### config.mk
export PLATFORM = sky130hd
export DESIGN_NAME = if_id_stage_flat
export DESIGN_NICKNAME = d
export VERILOG_FILES = /design/src/rtl/if_id_stage_if.sv /design/src/rtl/if_id_stage.sv /design/src/flat_wrapper.sv
export SDC_FILE = /design/constraint.sdc
export NUM_CORES = 1
export LEC_CHECK = 0
export ABC_AREA = 1
export CORE_MARGIN = 1
export CORE_UTILIZATION = 45
export DETAILED_ROUTE_END_ITERATION = 16
export GPL_ROUTABILITY_DRIVEN = 0
export GPL_TIMING_DRIVEN = 0
export PLACE_DENSITY = 0.75
export SLEW_MARGIN = 20
export SYNTH_ARGS = -nofsm -noshare
export SYNTH_HDL_FRONTEND = slang
export SYNTH_SLANG_ARGS = --single-unit
### constraint.sdc
create_clock -name clk -period 2.3 [get_ports clk]
set_input_delay 0.345 -clock clk [delete_from_list [all_inputs] [get_ports clk]]
set_output_delay 0.345 -clock clk [all_outputs]
set_load 0.03 [all_outputs]
### src/rtl/if_id_stage_if.sv
// IF/ID handshake bundle: fetch-side input channel, decode-side output channel.
// slave is the pipeline-register view, master is the fetch/decode driver view.
interface if_id_stage_if;
    logic        in_valid;
    logic [31:0] in_instr;
    logic [31:0] in_pc;
    logic        in_ready;
    logic        flush;
    logic        out_valid;
    logic [31:0] out_instr;
    logic [31:0] out_pc;
    logic [31:0] out_npc;
    logic        out_ready;

    modport slave (
        input  in_valid,
        input  in_instr,
        input  in_pc,
        output in_ready,
        input  flush,
        output out_valid,
        output out_instr,
        output out_pc,
        output out_npc,
        input  out_ready
    );

    modport master (
        output in_valid,
        output in_instr,
        output in_pc,
        input  in_ready,
        output flush,
        input  out_valid,
        input  out_instr,
        input  out_pc,
        input  out_npc,
        output out_ready
    );
endinterface

### src/rtl/if_id_stage.sv
// IF/ID pipeline register: two-entry skid buffer with registered in_ready.
// Optional stall counter output enabled by macro IF_ID_STALL_CNT_EN.
module if_id_stage #(
    parameter logic [31:0] NOP_INSTR = 32'h6000_0000,
    parameter logic [31:0] PC_STEP   = 32'd4
) (
    input logic          clk,
    input logic          rst,
    if_id_stage_if.slave bus
`ifdef IF_ID_STALL_CNT_EN
    ,
    output logic [15:0]  stall_cnt
`endif
);

    typedef enum logic [1:0] {
        EMPTY = 2'd0,
        ONE   = 2'd1,
        TWO   = 2'd2
    } state_t;

    state_t      state_q;
    state_t      state_d;
    logic        ready_q;
    logic [31:0] main_instr_q;
    logic [31:0] main_instr_d;
    logic [31:0] main_pc_q;
    logic [31:0] main_pc_d;
    logic [31:0] skid_instr_q;
    logic [31:0] skid_instr_d;
    logic [31:0] skid_pc_q;
    logic [31:0] skid_pc_d;
    logic        valid;
    logic        acc_in;
    logic        acc_out;

    assign valid   = (state_q != EMPTY);
    assign acc_in  = bus.in_valid & ready_q;
    assign acc_out = valid & bus.out_ready;

    // main_pc is left untouched when the stage empties so out_pc holds
    assign bus.in_ready  = ready_q;
    assign bus.out_valid = valid;
    assign bus.out_instr = valid ? main_instr_q : NOP_INSTR;
    assign bus.out_pc    = main_pc_q;
    assign bus.out_npc   = main_pc_q + PC_STEP;

    // Next-state and datapath selection; flush drops everything held
    always_comb begin
        state_d      = state_q;
        main_instr_d = main_instr_q;
        main_pc_d    = main_pc_q;
        skid_instr_d = skid_instr_q;
        skid_pc_d    = skid_pc_q;
        if (bus.flush) begin
            state_d = EMPTY;
        end else begin
            unique case (state_q)
                EMPTY: begin
                    if (acc_in) begin
                        main_instr_d = bus.in_instr;
                        main_pc_d    = bus.in_pc;
                        state_d      = ONE;
                    end
                end
                ONE: begin
                    if (acc_in && acc_out) begin
                        main_instr_d = bus.in_instr;
                        main_pc_d    = bus.in_pc;
                    end else if (acc_in) begin
                        skid_instr_d = bus.in_instr;
                        skid_pc_d    = bus.in_pc;
                        state_d      = TWO;
                    end else if (acc_out) begin
                        state_d = EMPTY;
                    end
                end
                TWO: begin
                    if (acc_out) begin
                        main_instr_d = skid_instr_q;
                        main_pc_d    = skid_pc_q;
                        state_d      = ONE;
                    end
                end
                default: begin
                    state_d = EMPTY;
                end
            endcase
        end
    end

    // State and entry registers; in_ready is precomputed from next state
    always_ff @(posedge clk) begin
        if (rst) begin
            state_q      <= EMPTY;
            ready_q      <= 1'b1;
            main_instr_q <= NOP_INSTR;
            main_pc_q    <= 32'd0;
            skid_instr_q <= NOP_INSTR;
            skid_pc_q    <= 32'd0;
        end else begin
            state_q      <= state_d;
            ready_q      <= (state_d != TWO);
            main_instr_q <= main_instr_d;
            main_pc_q    <= main_pc_d;
            skid_instr_q <= skid_instr_d;
            skid_pc_q    <= skid_pc_d;
        end
    end

`ifdef IF_ID_STALL_CNT_EN
    // Saturating count of cycles decode holds a valid instruction back
    always_ff @(posedge clk) begin
        if (rst) begin
            stall_cnt <= 16'd0;
        end else if (valid && !bus.out_ready && stall_cnt != 16'hFFFF) begin
            stall_cnt <= stall_cnt + 16'd1;
        end
    end
`endif

endmodule

### src/flat_wrapper.sv
// flat-port wrapper written by rule: the top's interface ports become plain ports
module if_id_stage_flat 
#(
    parameter logic [31:0] NOP_INSTR = 32'h6000_0000,
    parameter logic [31:0] PC_STEP   = 32'd4
)
  (clk, rst, bus_in_valid, bus_in_instr, bus_in_pc, bus_in_ready, bus_flush, bus_out_valid, bus_out_instr, bus_out_pc, bus_out_npc, bus_out_ready);
  if_id_stage_if bus_i ();
  input logic clk;
  input logic rst;
  input wire logic [$bits(bus_i.in_valid)-1:0] bus_in_valid;
  input wire logic [$bits(bus_i.in_instr)-1:0] bus_in_instr;
  input wire logic [$bits(bus_i.in_pc)-1:0] bus_in_pc;
  output wire logic [$bits(bus_i.in_ready)-1:0] bus_in_ready;
  input wire logic [$bits(bus_i.flush)-1:0] bus_flush;
  output wire logic [$bits(bus_i.out_valid)-1:0] bus_out_valid;
  output wire logic [$bits(bus_i.out_instr)-1:0] bus_out_instr;
  output wire logic [$bits(bus_i.out_pc)-1:0] bus_out_pc;
  output wire logic [$bits(bus_i.out_npc)-1:0] bus_out_npc;
  input wire logic [$bits(bus_i.out_ready)-1:0] bus_out_ready;
  assign bus_i.in_valid = bus_in_valid;
  assign bus_i.in_instr = bus_in_instr;
  assign bus_i.in_pc = bus_in_pc;
  assign bus_in_ready = bus_i.in_ready;
  assign bus_i.flush = bus_flush;
  assign bus_out_valid = bus_i.out_valid;
  assign bus_out_instr = bus_i.out_instr;
  assign bus_out_pc = bus_i.out_pc;
  assign bus_out_npc = bus_i.out_npc;
  assign bus_i.out_ready = bus_out_ready;
  if_id_stage #(.NOP_INSTR(NOP_INSTR), .PC_STEP(PC_STEP)) u_core (.clk(clk), .rst(rst), .bus(bus_i));
endmodule
## Word-level counts from Yosys, hierarchy flattened

Index checks and enable logic that the tools add are counted.

| operators by class | value |
|---|---|
| $add $sub $neg | 1 |
| eq/ne operators | 6 |
| multiplexer cells | 16 |
| bitwise gates (word level) | 4 |
| reductions and logical operators | 6 |

Operator list:

| cell | number |
|---|---|
| $mux 32 | 7 |
| $pmux 32 s3 | 2 |
| $add 32x3->32 const B | 1 |
| $mux 2 | 6 |
| $ne 2x1->1 const B | 3 |
| $pmux 2 s3 | 1 |
| $reduce_and 5->1 | 1 |
| $reduce_and 4->1 | 1 |
| $reduce_bool 3->1 | 1 |
| $and 1x1->1 | 2 |
| $eq 2x1->1 const B | 1 |
| $eq 2x2->1 const B | 1 |
| $logic_not 2->1 | 1 |
| $ne 2x2->1 const B | 1 |
| $not 1->1 | 2 |
| $reduce_bool 2->1 | 1 |
| $logic_and 1x1->1 | 1 |

| word-level totals | value |
|---|---|
| register bits after elaboration | 131 |
| bits of input ports | 69 |
| output and inout bits | 98 |
| word-level logic and storage cells | 39 |

## Logic depth before layout (Yosys ltp)

| depth | value |
|---|---|
| depth in word-level cells | 8 |
| depth in mapped cells | 10 |
| mapped depth without buffers | 8 |

## Worst setup path before layout

No wires, ideal clock.

| timing | value |
|---|---|
| kind | reg2out |
| from | register u_core.main_pc_q[2] (netlist: u_core.bus.out_pc[2]) |
| to | output bus_out_npc[14] |
| arrival | 1898 ps |
| required time | 1955 ps |
| path slack | 57 ps |
| stages on the path, launching flop included | 7 |
| path buffers | 0 |
| cells stage by stage | dfxtp_1 > ha_1 > nand2_1 > nor2_1 > nand2_1 > nor2_1 > xor2_1 |

| between the ends | value |
|---|---|
| longest elaborated chain between the ends | 1 |

RTL lines:

| what | RTL line | text |
|---|---|---|
| from (decl) | if_id_stage.sv:27 | `logic [31:0] main_pc_q;` |
| from (signal assigned) | if_id_stage.sv:105 | `main_pc_q <= main_pc_d;` |
| $add 32x3->32 | if_id_stage.sv:46 | `assign bus.out_npc = main_pc_q + PC_STEP;` |
| to (decl) | flat_wrapper.sv:19 | `output wire logic [$bits(bus_i.out_npc)-1:0] bus_out_npc;` |

No other way between the ends.

## Worst setup path after layout

| timing | value |
|---|---|
| from | register u_core.main_pc_q[10] (netlist: u_core.bus.out_pc[10]) |
| to | output bus_out_npc[29] |

Same word-level chain as after synthesis.

==> metrics <==
Initial Utilization a little under half; most frequent cell after synthesis nand2_1; CTS buffer count 17; vias in the first global route between 7000 and 8000; Skew-Pair Late Insertion Delay 0.43 ns; top cells by area, synth dfxtp_1 35%, nand2_1 21%, nor2_1 17%, nand3_1 9.6%, inv_1 9.4%; Slew Viols, Final 0; final critical-path required period approximately 2.3 ns; dpl cells approximately 1700; number of I/O pins 167; pin count of the biggest net entering global routing 17; CTS sink cnt between 100 and 150; MaxCap Viol Count 0; First-pass DRT Iterations 5; row count 46; Max IR drop VDD approximately 520 uV; Final nets between 1500 and 2000; 1st-iter DRT viols about 470; Vias ~8000; core box area around 16000 sq um; Fmax achieved 443 MHz; setup TNS 0 ns; pwr dens approximately 640 nW/um^2; arrival time worst endpoint about 1.9 ns; I/O Buffers roughly 170; Post-Route WL approximately 21 mm; unrepaired setup endpoints after global routing yes; Hold Path Class flip-flop to flip-flop; met3 Use GR under 10%; Worst Slack Setup Final about 0.045 ns; Worst Tran Pin Value approximately 0.66 ns; Rel. slew slack about 56%; die width 130 um; final hold vios 0; DIE HEIGHT 130 um; post-synthesis net count ~1400; critical path type flip-flop to output pin; fill count between 1500 and 2000; synthesized cell area 7390 sq um; final hold slack between 0.4 and 0.5 ns; Worst Path Max Fanout 5; # DRC 0; post-synth top area cell dfxtp_1; Clock Pin Slew Worst Setup and Hold Paths approximately 0.06 ns; run status finished clean; leak pwr approximately 5.4 nW; clk buf depth 2; sequential area share after synthesis about 35%; Avg Cell Area, Syn 5.65 sq um; P&R area growth vs syn 35.5%; share of cells above drive strength 1 under 10%; fin cells ~1700; Root Driver clkbuf_16; Synth Instances roughly 1300; die area 16900 sq um; Netlist cell types 21; CP endpoint kind output pin; number of flops mapped to enable cells by yosys 0; number of synthesis warnings 0; GRT Total Usage 25.6%; met1 Use GR between 30% and 40%; final setup fails 0; Top FF cell, synth dfxtp_1; synthesis-stage register bit count between 100 and 150; CTS tree built; Post-synth top cells 421 x nand2_1, 329 x nor2_1, 186 x inv_1; initial antenna violation count 0; period utilization a little over nine tenths; global-route wire length before repair 33.9 mm; Overflow after GRT 0; depth of the CTS H-tree 4; GR Util met2 42.8%; post-DP HPWL about 15 mm; antenna viol nets, final 0; Required @ worst endpoint approximately 2.0 ns; Post-synth ARST share 0%; pre-CTS setup slack -0.355 ns; clk_skew 0.0129 ns; Wirelength per Cell 12.2 um; Synth top area share between 30% and 40%; crit start category flip-flop; Tot Pwr roughly 6.4 mW; GR peak layer met2; antenna cells 0; Vias/cell around 4.7
metrics by stage:
stage / utilization (%) / area (sq um)
final: 62.8 / 10000
after global routing: 62.8 / 10000
after CTS: 62.7 / 9990
after detailed placement: 58.5 / 9330
after global placement: 58.5 / 9330
after floorplan: - / 7390
flip-flops by register name, summed over array words and instances (netlist names):
signal,flops
u_core.bus.in_ready,1
u_core.bus.out_pc,32
u_core.main_instr_q,32
u_core.skid_instr_q,32
u_core.skid_pc_q,32
u_core.state_q,2
per-layer routing:
metal	part of all wire, %	vias to the layer above	wire, um
li1	-	4240	-
met1	45	3515	9450
met2	47	254	9840
met3	6.5	30	1380
met4	2.1	0	446
met5	0	-	0
worst max-delay path, cell delays in order, from the launching register on:
cell	delay, ns
dfxtp_1	0.42
nand2_1	0.11
nor2_1	0.17
nand2_1	0.11
nor2_2	0.20
nand3_1	0.11
nand2_1	0.07
clkdlybuf4s15_2	0.29
cell families (layout without fill, tap and decap cells):
family / Yosys count / in the layout / share of synthesized area, %
and+or+nand+nor: 900 / 900 / 48.4
AOI/OAI and AO/OA: 4 / 4 / 0.271
adders and majority gates: 1 / 1 / 0.169
DFF: 131 / 131 / 35.5
xor gates and xnor gates: 14 / 14 / 1.66
buffers and inverters: 259 / 458 / 14.0
cells in the final DEF, fill, tap and decap left out, drive strengths merged:
cell and count:
clkdlybuf4s15 7, a21oi 1, or2 2, bufinv 4, dlygate4sd2 17, dfxtp 131, clkinvlp 3, clkbuf 46
dlymetal6s2s 16, nand4 1, clkinv 6, ha 1, xor2 9, o21ai 3, buf 62, nand3b 2
xnor2 5, nor2 332, nand2 421, clkdlybuf4s50 109, inv 188, nand3 142
worst paths after layout:
check / start / to / slack [ns] / cells past startpoint
worst max-delay path: u_core.bus.out_pc[10] / bus_out_npc[29] / 0.05 / 7
worst min-delay path: u_core.main_instr_q[29] / u_core.main_instr_q[29] / 0.47 / 2
worst max register to register: u_core.state_q[1] / u_core.bus.out_pc[3] / 0.48 / 8
worst min register to register: u_core.main_instr_q[29] / u_core.main_instr_q[29] / 0.47 / 2
final cells by class:
class | count | area [sq um] | share of cell area [%]
flip-flops and latches | 131 | 2650 | 26.5
multi-input cells | 919 | 3800 | 38.0
inverters | 188 | 706 | 7.04
well taps | 216 | 270 | 2.70
repair buffers | 167 | 1620 | 16.2
plain buffers | 71 | 339 | 3.38
clock buffers | 19 | 443 | 4.42
clock inverters | 13 | 184 | 1.84
report_power, final:
group | total [mW] | switching [mW] | internal [mW] | leakage [nW]
clock | 2.87 | 1.03 | 1.84 | 0.299
sequential | 2.49 | 0.102 | 2.39 | 1.08
combinational | 1.05 | 0.633 | 0.421 | 4.03
repair_timing:
item / in CTS / in global routing
gates resized for setup: 123 / 62
hold endpoints to repair: 0 / 0
endpoints found under the setup margin: 58 / 42
hold buffers: 0 / 0
setup buffers: 1 / 0
pin swaps: 2 / 1
No activity file was read; power rests on OpenSTA's default activity.
